<file path="src/rtl/uart_tx.sv">
// UART transmitter: accepts one payload word per valid/ready handshake and
// shifts it out LSB first as an asynchronous frame (start, data, optional
// parity, one or two stop bits). Bit timing comes from a per-bit baud
// counter running on clk_i. The serial line is driven from a flop so it
// never glitches while the state machine changes state.
module uart_tx #(
  parameter int unsigned CLKS_PER_BIT = 217,
  parameter int unsigned DATA_BITS    = 8,
  parameter int unsigned PARITY       = 0,
  parameter int unsigned STOP_BITS    = 1
) (
  input  logic                 clk_i,
  input  logic                 rst_ni,
  input  logic [DATA_BITS-1:0] data_i,
  input  logic                 valid_i,
  output logic                 ready_o,
  output logic                 tx_o,
  output logic                 busy_o
);

  localparam int unsigned BAUD_W = $clog2(CLKS_PER_BIT);
  localparam logic [BAUD_W-1:0] BAUD_LAST = BAUD_W'(CLKS_PER_BIT - 1);
  localparam logic [2:0] LAST_BIT  = 3'(DATA_BITS - 1);
  localparam logic       STOP_LAST = (STOP_BITS == 2);
  localparam logic       PAR_INIT  = (PARITY == 2);

  localparam logic [2:0] S_IDLE   = 3'd0;
  localparam logic [2:0] S_START  = 3'd1;
  localparam logic [2:0] S_DATA   = 3'd2;
  localparam logic [2:0] S_PARITY = 3'd3;
  localparam logic [2:0] S_STOP   = 3'd4;

  logic [2:0]           state_q,   state_d;
  logic [BAUD_W-1:0]    baud_q,    baud_d;
  logic [2:0]           bitIdx_q,  bitIdx_d;
  logic [DATA_BITS-1:0] shift_q,   shift_d;
  logic                 parity_q,  parity_d;
  logic                 stopCnt_q, stopCnt_d;
  logic                 tx_q,      tx_d;
  logic                 busy_q,    busy_d;
  logic                 baudLast;

  assign baudLast = (baud_q == BAUD_LAST);
  assign ready_o  = (state_q == S_IDLE);
  assign tx_o     = tx_q;
  assign busy_o   = busy_q;

  // Next-state logic; the line level is derived from the next state so the tx flop leads with the new bit.
  always_comb begin
    state_d   = state_q;
    baud_d    = baud_q;
    bitIdx_d  = bitIdx_q;
    shift_d   = shift_q;
    parity_d  = parity_q;
    stopCnt_d = stopCnt_q;

    case (state_q)
      S_IDLE: begin
        if (valid_i) begin
          state_d   = S_START;
          baud_d    = '0;
          bitIdx_d  = 3'd0;
          shift_d   = data_i;
          parity_d  = PAR_INIT;
          stopCnt_d = 1'b0;
        end
      end
      S_START: begin
        if (baudLast) begin
          state_d  = S_DATA;
          baud_d   = '0;
          bitIdx_d = 3'd0;
        end else begin
          baud_d = baud_q + BAUD_W'(1);
        end
      end
      S_DATA: begin
        if (baudLast) begin
          baud_d   = '0;
          parity_d = parity_q ^ shift_q[0];
          shift_d  = shift_q >> 1;
          bitIdx_d = bitIdx_q + 3'd1;
          if (bitIdx_q == LAST_BIT) begin
            state_d = (PARITY != 0) ? S_PARITY : S_STOP;
          end
        end else begin
          baud_d = baud_q + BAUD_W'(1);
        end
      end
      S_PARITY: begin
        if (baudLast) begin
          state_d   = S_STOP;
          baud_d    = '0;
          stopCnt_d = 1'b0;
        end else begin
          baud_d = baud_q + BAUD_W'(1);
        end
      end
      S_STOP: begin
        if (baudLast) begin
          baud_d = '0;
          if (stopCnt_q == STOP_LAST) begin
            state_d = S_IDLE;
          end else begin
            stopCnt_d = stopCnt_q + 1'b1;
          end
        end else begin
          baud_d = baud_q + BAUD_W'(1);
        end
      end
      default: begin
        state_d = S_IDLE;
        baud_d  = '0;
      end
    endcase

    case (state_d)
      S_START:  tx_d = 1'b0;
      S_DATA:   tx_d = shift_d[0];
      S_PARITY: tx_d = parity_d;
      default:  tx_d = 1'b1;
    endcase

    busy_d = (state_d != S_IDLE);
  end

  // State, counters, shift register and the registered line/busy outputs.
  always_ff @(posedge clk_i or negedge rst_ni) begin
    if (!rst_ni) begin
      state_q   <= S_IDLE;
      baud_q    <= '0;
      bitIdx_q  <= 3'd0;
      shift_q   <= '0;
      parity_q  <= 1'b0;
      stopCnt_q <= 1'b0;
      tx_q      <= 1'b1;
      busy_q    <= 1'b0;
    end else begin
      state_q   <= state_d;
      baud_q    <= baud_d;
      bitIdx_q  <= bitIdx_d;
      shift_q   <= shift_d;
      parity_q  <= parity_d;
      stopCnt_q <= stopCnt_d;
      tx_q      <= tx_d;
      busy_q    <= busy_d;
    end
  end

endmodule
</file>
<file path="config.mk">
export PLATFORM = sky130hd
export DESIGN_NAME = uart_tx
export DESIGN_NICKNAME = d
export VERILOG_FILES = /design/src/rtl/uart_tx.sv
export SDC_FILE = /design/constraint.sdc
export NUM_CORES = 1
export LEC_CHECK = 0
export BUFFER_PORTS_ARGS = -buffer_cell sky130_fd_sc_hd__buf_2
export CORE_AREA = 4 4 67 69
export DETAILED_ROUTE_END_ITERATION = 10
export DIE_AREA = 0 0 71 73
export HOLD_SLACK_MARGIN = 0.03
export PLACE_DENSITY_LB_ADDON = 0.15
export SLEW_MARGIN = 5
export SYNTH_ARGS = -nofsm -noshare
export SYNTH_HDL_FRONTEND = slang
export SYNTH_SLANG_ARGS = --single-unit
</file>
<file path="constraint.sdc">
create_clock -name clk_i -period 5 [get_ports clk_i]
set_input_delay 1 -clock clk_i [delete_from_list [all_inputs] [get_ports clk_i]]
set_output_delay 1 -clock clk_i [all_outputs]
set_load 0.005 [all_outputs]
</file>
==> Word level (Yosys, flattened, before mapping) <==
Index checks and enable logic that the tools add are counted.
{ "totals": {"in_bits": 11, "latch_bits": 0, "romBits": 0, "register_bits": 26, "word_cells": 63, "ramBits": 0, "mem_count": 0, "out_inout_bits": 3} }
{ "op_classes": {"muxes": 27, "shift": 0, "reduce_logical": 9, "n_mul": 0, "magnitude_cmp": 0, "addsub": 3, "n_div": 0, "n_bitwise": 1, "eq_ne": 14} }
{ "ops": {"columns": ["cell", "n"], "rows": [
  ["two-way mux 8 bit", 4],
  ["one-hot mux 8 bit (2 select lines)", 2],
  ["two-way mux 3 bit", 10],
  ["one-hot mux 3 bit (5 select lines)", 1],
  ["== test 3 x 2 -> 1 bit, second input constant", 4],
  ["!= test 2 bit, second input constant", 5],
  ["one-hot mux 3 bit (3 select lines)", 1],
  ["nonzero test 3 bit", 3],
  ["adder 8 x 1 -> 8 bit, second input constant", 1],
  ["== test 8 bit, second input constant", 1],
  ["AND reduction 4 bit", 2],
  ["== test 3 x 1 -> 1 bit, second input constant", 2],
  ["== test 3 bit, second input constant", 2],
  ["two-way mux 1 bit", 6],
  ["one-hot mux 1 bit (3 select lines)", 2],
  ["OR reduction 4 bit", 1],
  ["adder 3 x 1 -> 3 bit, second input constant", 1],
  ["logical NOT 3 bit", 1],
  ["AND reduction 3 bit", 1],
  ["one-hot mux 1 bit (2 select lines)", 1],
  ["nonzero test 2 bit", 1],
  ["adder 1 bit, second input constant", 1],
  ["XOR 1 bit", 1]
]} }

==> Logic depth before layout (Yosys ltp) <==
{ "depth": {"depth_word": 6, "depth_mapped": 8, "depth_no_buf": 7} }

==> Worst setup path after synthesis <==
OpenSTA, ideal clock, no wires.
{ "synth_timing": {"kind": "input to register", "from": "in valid_i", "to": "reg baud_q[7]", "arrival_ns": 1.964, "path_buffers": 1, "path_stages": 6, "t_required_ns": 4.921, "setup_slack_ns": 2.957, "cell_sequence": "or4_1 > clkbuf_1 > nand4_2 > nor2_1 > a2bb2oi_1 > mux2i_1"} }
{ "synth_via": {"elab_chain_len": 1} }
{ "synth_rtl": {"columns": ["element", "line_no", "text"], "rows": [
  ["start, declared", "15", "input logic valid_i,"],
  ["!= test 2 bit (no source line)", null, null],
  ["end signal, assigned", "140", "baud_q <= baud_d;"],
  ["end, declared", "34", "logic [BAUD_W-1:0] baud_q, baud_d;"]
]} }
No other way between the ends.
A chain may end at the register's enable or synchronous reset.

==> Worst setup path in the final report <==
{ "layout_timing": {"from": "reg state_q[2]", "to": "reg tx_q, in the netlist tx_o"} }
{ "layout_via": {"elab_chain_len": 5} }
{ "layout_rtl": {"columns": ["element", "line_no", "text"], "rows": [
  ["start, declared", "33", "logic [2:0] state_q, state_d;"],
  ["start signal, assigned", "139", "state_q <= state_d;"],
  ["two-way mux 3 bit (on tied branches)", "102, 83", null],
  ["two-way mux 3 bit (on tied branches)", "100, 78", null],
  ["one-hot mux 3 bit (5 select lines)", "57", "case (state_q)"],
  ["== test 3 x 2 -> 1 bit or == test 3 x 1 -> 1 bit (tied branches)", "117", "case (state_d)"],
  ["one-hot mux 1 bit (3 select lines) (*)", "117", null],
  ["via tx_d", "39", "logic tx_q, tx_d;"],
  ["end signal, assigned", "145", "tx_q <= tx_d;"],
  ["end, declared", "39", null]
]} }
The timed path passes the listed nets; every way through them passes the cells marked *.

==> results_dict.tcl <==
set metrics [dict create \
    setup_viol 0 \
    worst_setup_path_end_kind "flop" \
    synth_top_area_cell "dfrtp_1" \
    placed_cells 192 \
    final_cell_count_no_fill 196 \
    start_util_pct 33.8 \
    die_x_um 71 \
    slew_violations 0 \
    ys_async_sr_fraction_pct 100 \
    clock_sinks 25 \
    synth_nets 151 \
    grt-ovfl-total 0 \
    post-cts-setup-buffers 0 \
    synth_area_leaders "dfrtp_1 45%, nand2_1 6.5%, a22oi_1 4.0%, ha_1 3.8%, nor2_1 3.7%" \
    grt_max_degree 26 \
    die_area_um2 5180 \
    arrival_ps 2500 \
    fmax_mhz 435 \
    num-nets-final 162 \
    postCtsResizedCells 0 \
    multi_input_area_um2 624 \
    grt_util_all_layers_pct 11.2 \
    start_kind "flop" \
    antennaDiodeCount 0 \
    dr_total_vias 971 \
    cts_root_buffer "clkbuf_8" \
    cts_hold_buf 0 \
    ff_latch_area_um2 627 \
    clockBufferDepth 2 \
    place.gp.congestion 0.788 \
    fin_skew_ps 4.13 \
    dieHeight_um 73 \
    fin_util_pct 37.0 \
    ys_seq_area_share_pct 47.4 \
    rsz0062_at_grt "no" \
    crit_slowest_cell "nor3_2" \
    totalWireLength_um 2640 \
    synthDistinctLibCells 42 \
    antenna_found_initial 0 \
    p_leak_uw 0.000634 \
    syn_area_um2 1320 \
    drtPass1Iterations 4 \
    htreeDepth 1 \
    cp_slowest_stage_delay_ps 620 \
    yosysWarnings 0 \
    num_rows 23 \
    slew-limit-headroom_pct 52.5 \
    peakVddDrop_mv 0.151 \
    final_common_cell "dfrtp_1" \
    synth_area_per_cell_um2 9.72 \
    dp_hpwl_um 1910 \
    synth_seq_cells 25 \
    yosys.area.top_type_share_pct 45.5 \
    fillCellCount 433 \
    clk_latency_ps 270 \
    cts_buffers 3 \
    fin_crit_sh_pct 45.9 \
    tns_ps 0 \
    cts_tree "built" \
    core_area_um2 3910 \
    postSynthCellCount 136 \
    antenna_left 0 \
    p_per_area_nw_per_um2 228 \
    port-buffer-count 13 \
    status "finished, final reports clean" \
    final_cell_mix "24 x dfrtp_1, 23 x nand2_1, 13 x nor2_1, 13 x buf_2, 7 x a22oi_1" \
    cp.required_ps 5200 \
    first_iter_violations 45 \
    path_max_fanout 14 \
    hold_violations 0 \
    drv_cap 0 \
    crit_chain "or3b_1 -> nor3_2 -> nor3_1 -> nand4bb_1 -> a32o_2" \
    grt_pass1_vias 954 \
    placed_area_um2 1400 \
    crit_type "flop to flop" \
    areaGrowthSynthToFinish_pct 9.47 \
    hp-class "flop to flop" \
    post-route-min-period_ps 2300 \
    final_layout_size_suffix_gt1_share_pct 17.1 \
    drcViolationCount 0 \
    design_area_um2 1450 \
    grt_pass1_wl_um 4540 \
    vias_per_cell 4.95 \
    clkSlewWorstSetupHoldPaths_ps 90 \
    io_pins 14 \
    reg2reg_setup_slack_ps 2700 \
    routedWlPerCell_um 13.4 \
    synth_edf_count 0 \
    ys.flop_type "dfrtp_1" \
    worst_pin_slew_ps 708 \
]
-- synthesized netlist by cell type, drive strengths merged (3+ instances only) --
library cell and number:
a21oi 4, xnor2 3, nor3 5, xor2 3, nor2 13, nand3 6
ha 4, dfrtp 24, inv 6, o21ai 6, buf 5, nand2 23
a22oi 7
-- registers in the layout (all words and copies together), names as in the netlist --
name	flops
baud_q	8
bitIdx_q	3
busy_o	1
parity_q	1
shift_q	8
state_q	3
tx_o	1
-- worst max-delay path: cells and delay by family (launching register included) --
family | cells | cell delay (ps)
AOI/OAI and AO/OA | 1 | 280
and+or+nand+nor | 4 | 1410
DFF | 1 | 540
-- through the flow --
stage          setup slack (ps)  total power, uW  hold WS, ps
3_5_place_dp               2710              215          468
3_3_place_gp               2740              215          462
6_report                   2700              330          474
4_1_cts                    2690              338          480
5_1_grt                    2530              349          504
2_1_floorplan              2960              206          446
-- per-layer routing --
metal / routed length [um] / track usage (%) / vias up
met1: 1310 / 15.2 / 462
met3: 79 / 3.17 / 2
met2: 1210 / 17.2 / 13
met5: 0 / 0 / -
met4: 27 / 3.76 / 0
li1: - / - / 494
-- cell type report --
type                       count  share of cell area, %
tap                           50                   4.33
timing repair buffer          13                   4.50
clock buffer                   4                   3.11
sequential                    25                   43.3
inverter                       6                   1.56
multi-input combinational     98                   43.2
-- cell families (layout without fill, tap and decap cells) --
| family | count (synthesis) | count (layout) | synth area share, % |
|---|---|---|---|
| fa+ha+maj | 4 | 4 | 3.79 |
| xor+xnor | 6 | 6 | 3.98 |
| compound gates | 23 | 23 | 12.1 |
| flops | 25 | 25 | 47.4 |
| buf+inv | 13 | 23 | 5.30 |
| simple gates | 63 | 63 | 25.8 |
| mux | 2 | 2 | 1.61 |
-- worst paths after layout --
kind                                              start                       to  cells past startpoint
worst min-delay path            bitIdx_q[0]$_DFFE_PN0P_  bitIdx_q[0]$_DFFE_PN0P_                      1
worst max register to register     state_q[2]$_DFF_PN0_           tx_o$_DFF_PN1_                      5
worst min register to register  bitIdx_q[0]$_DFFE_PN0P_  bitIdx_q[0]$_DFFE_PN0P_                      1
max in group asynchronous                        rst_ni           tx_o$_DFF_PN1_                      1
min in group asynchronous                        rst_ni    baud_q[5]$_DFFE_PN0P_                      1
worst max-delay path               state_q[2]$_DFF_PN0_           tx_o$_DFF_PN1_                      5
-- power by group --
group          total, uW  switching (uW)  leakage [uW]  internal [uW]
registers            202               0      0.000299            202
logic               8.15            5.40      0.000311           2.75
clock network        120            63.1     0.0000228           57.0
No activity file was read; power rests on OpenSTA's default activity.
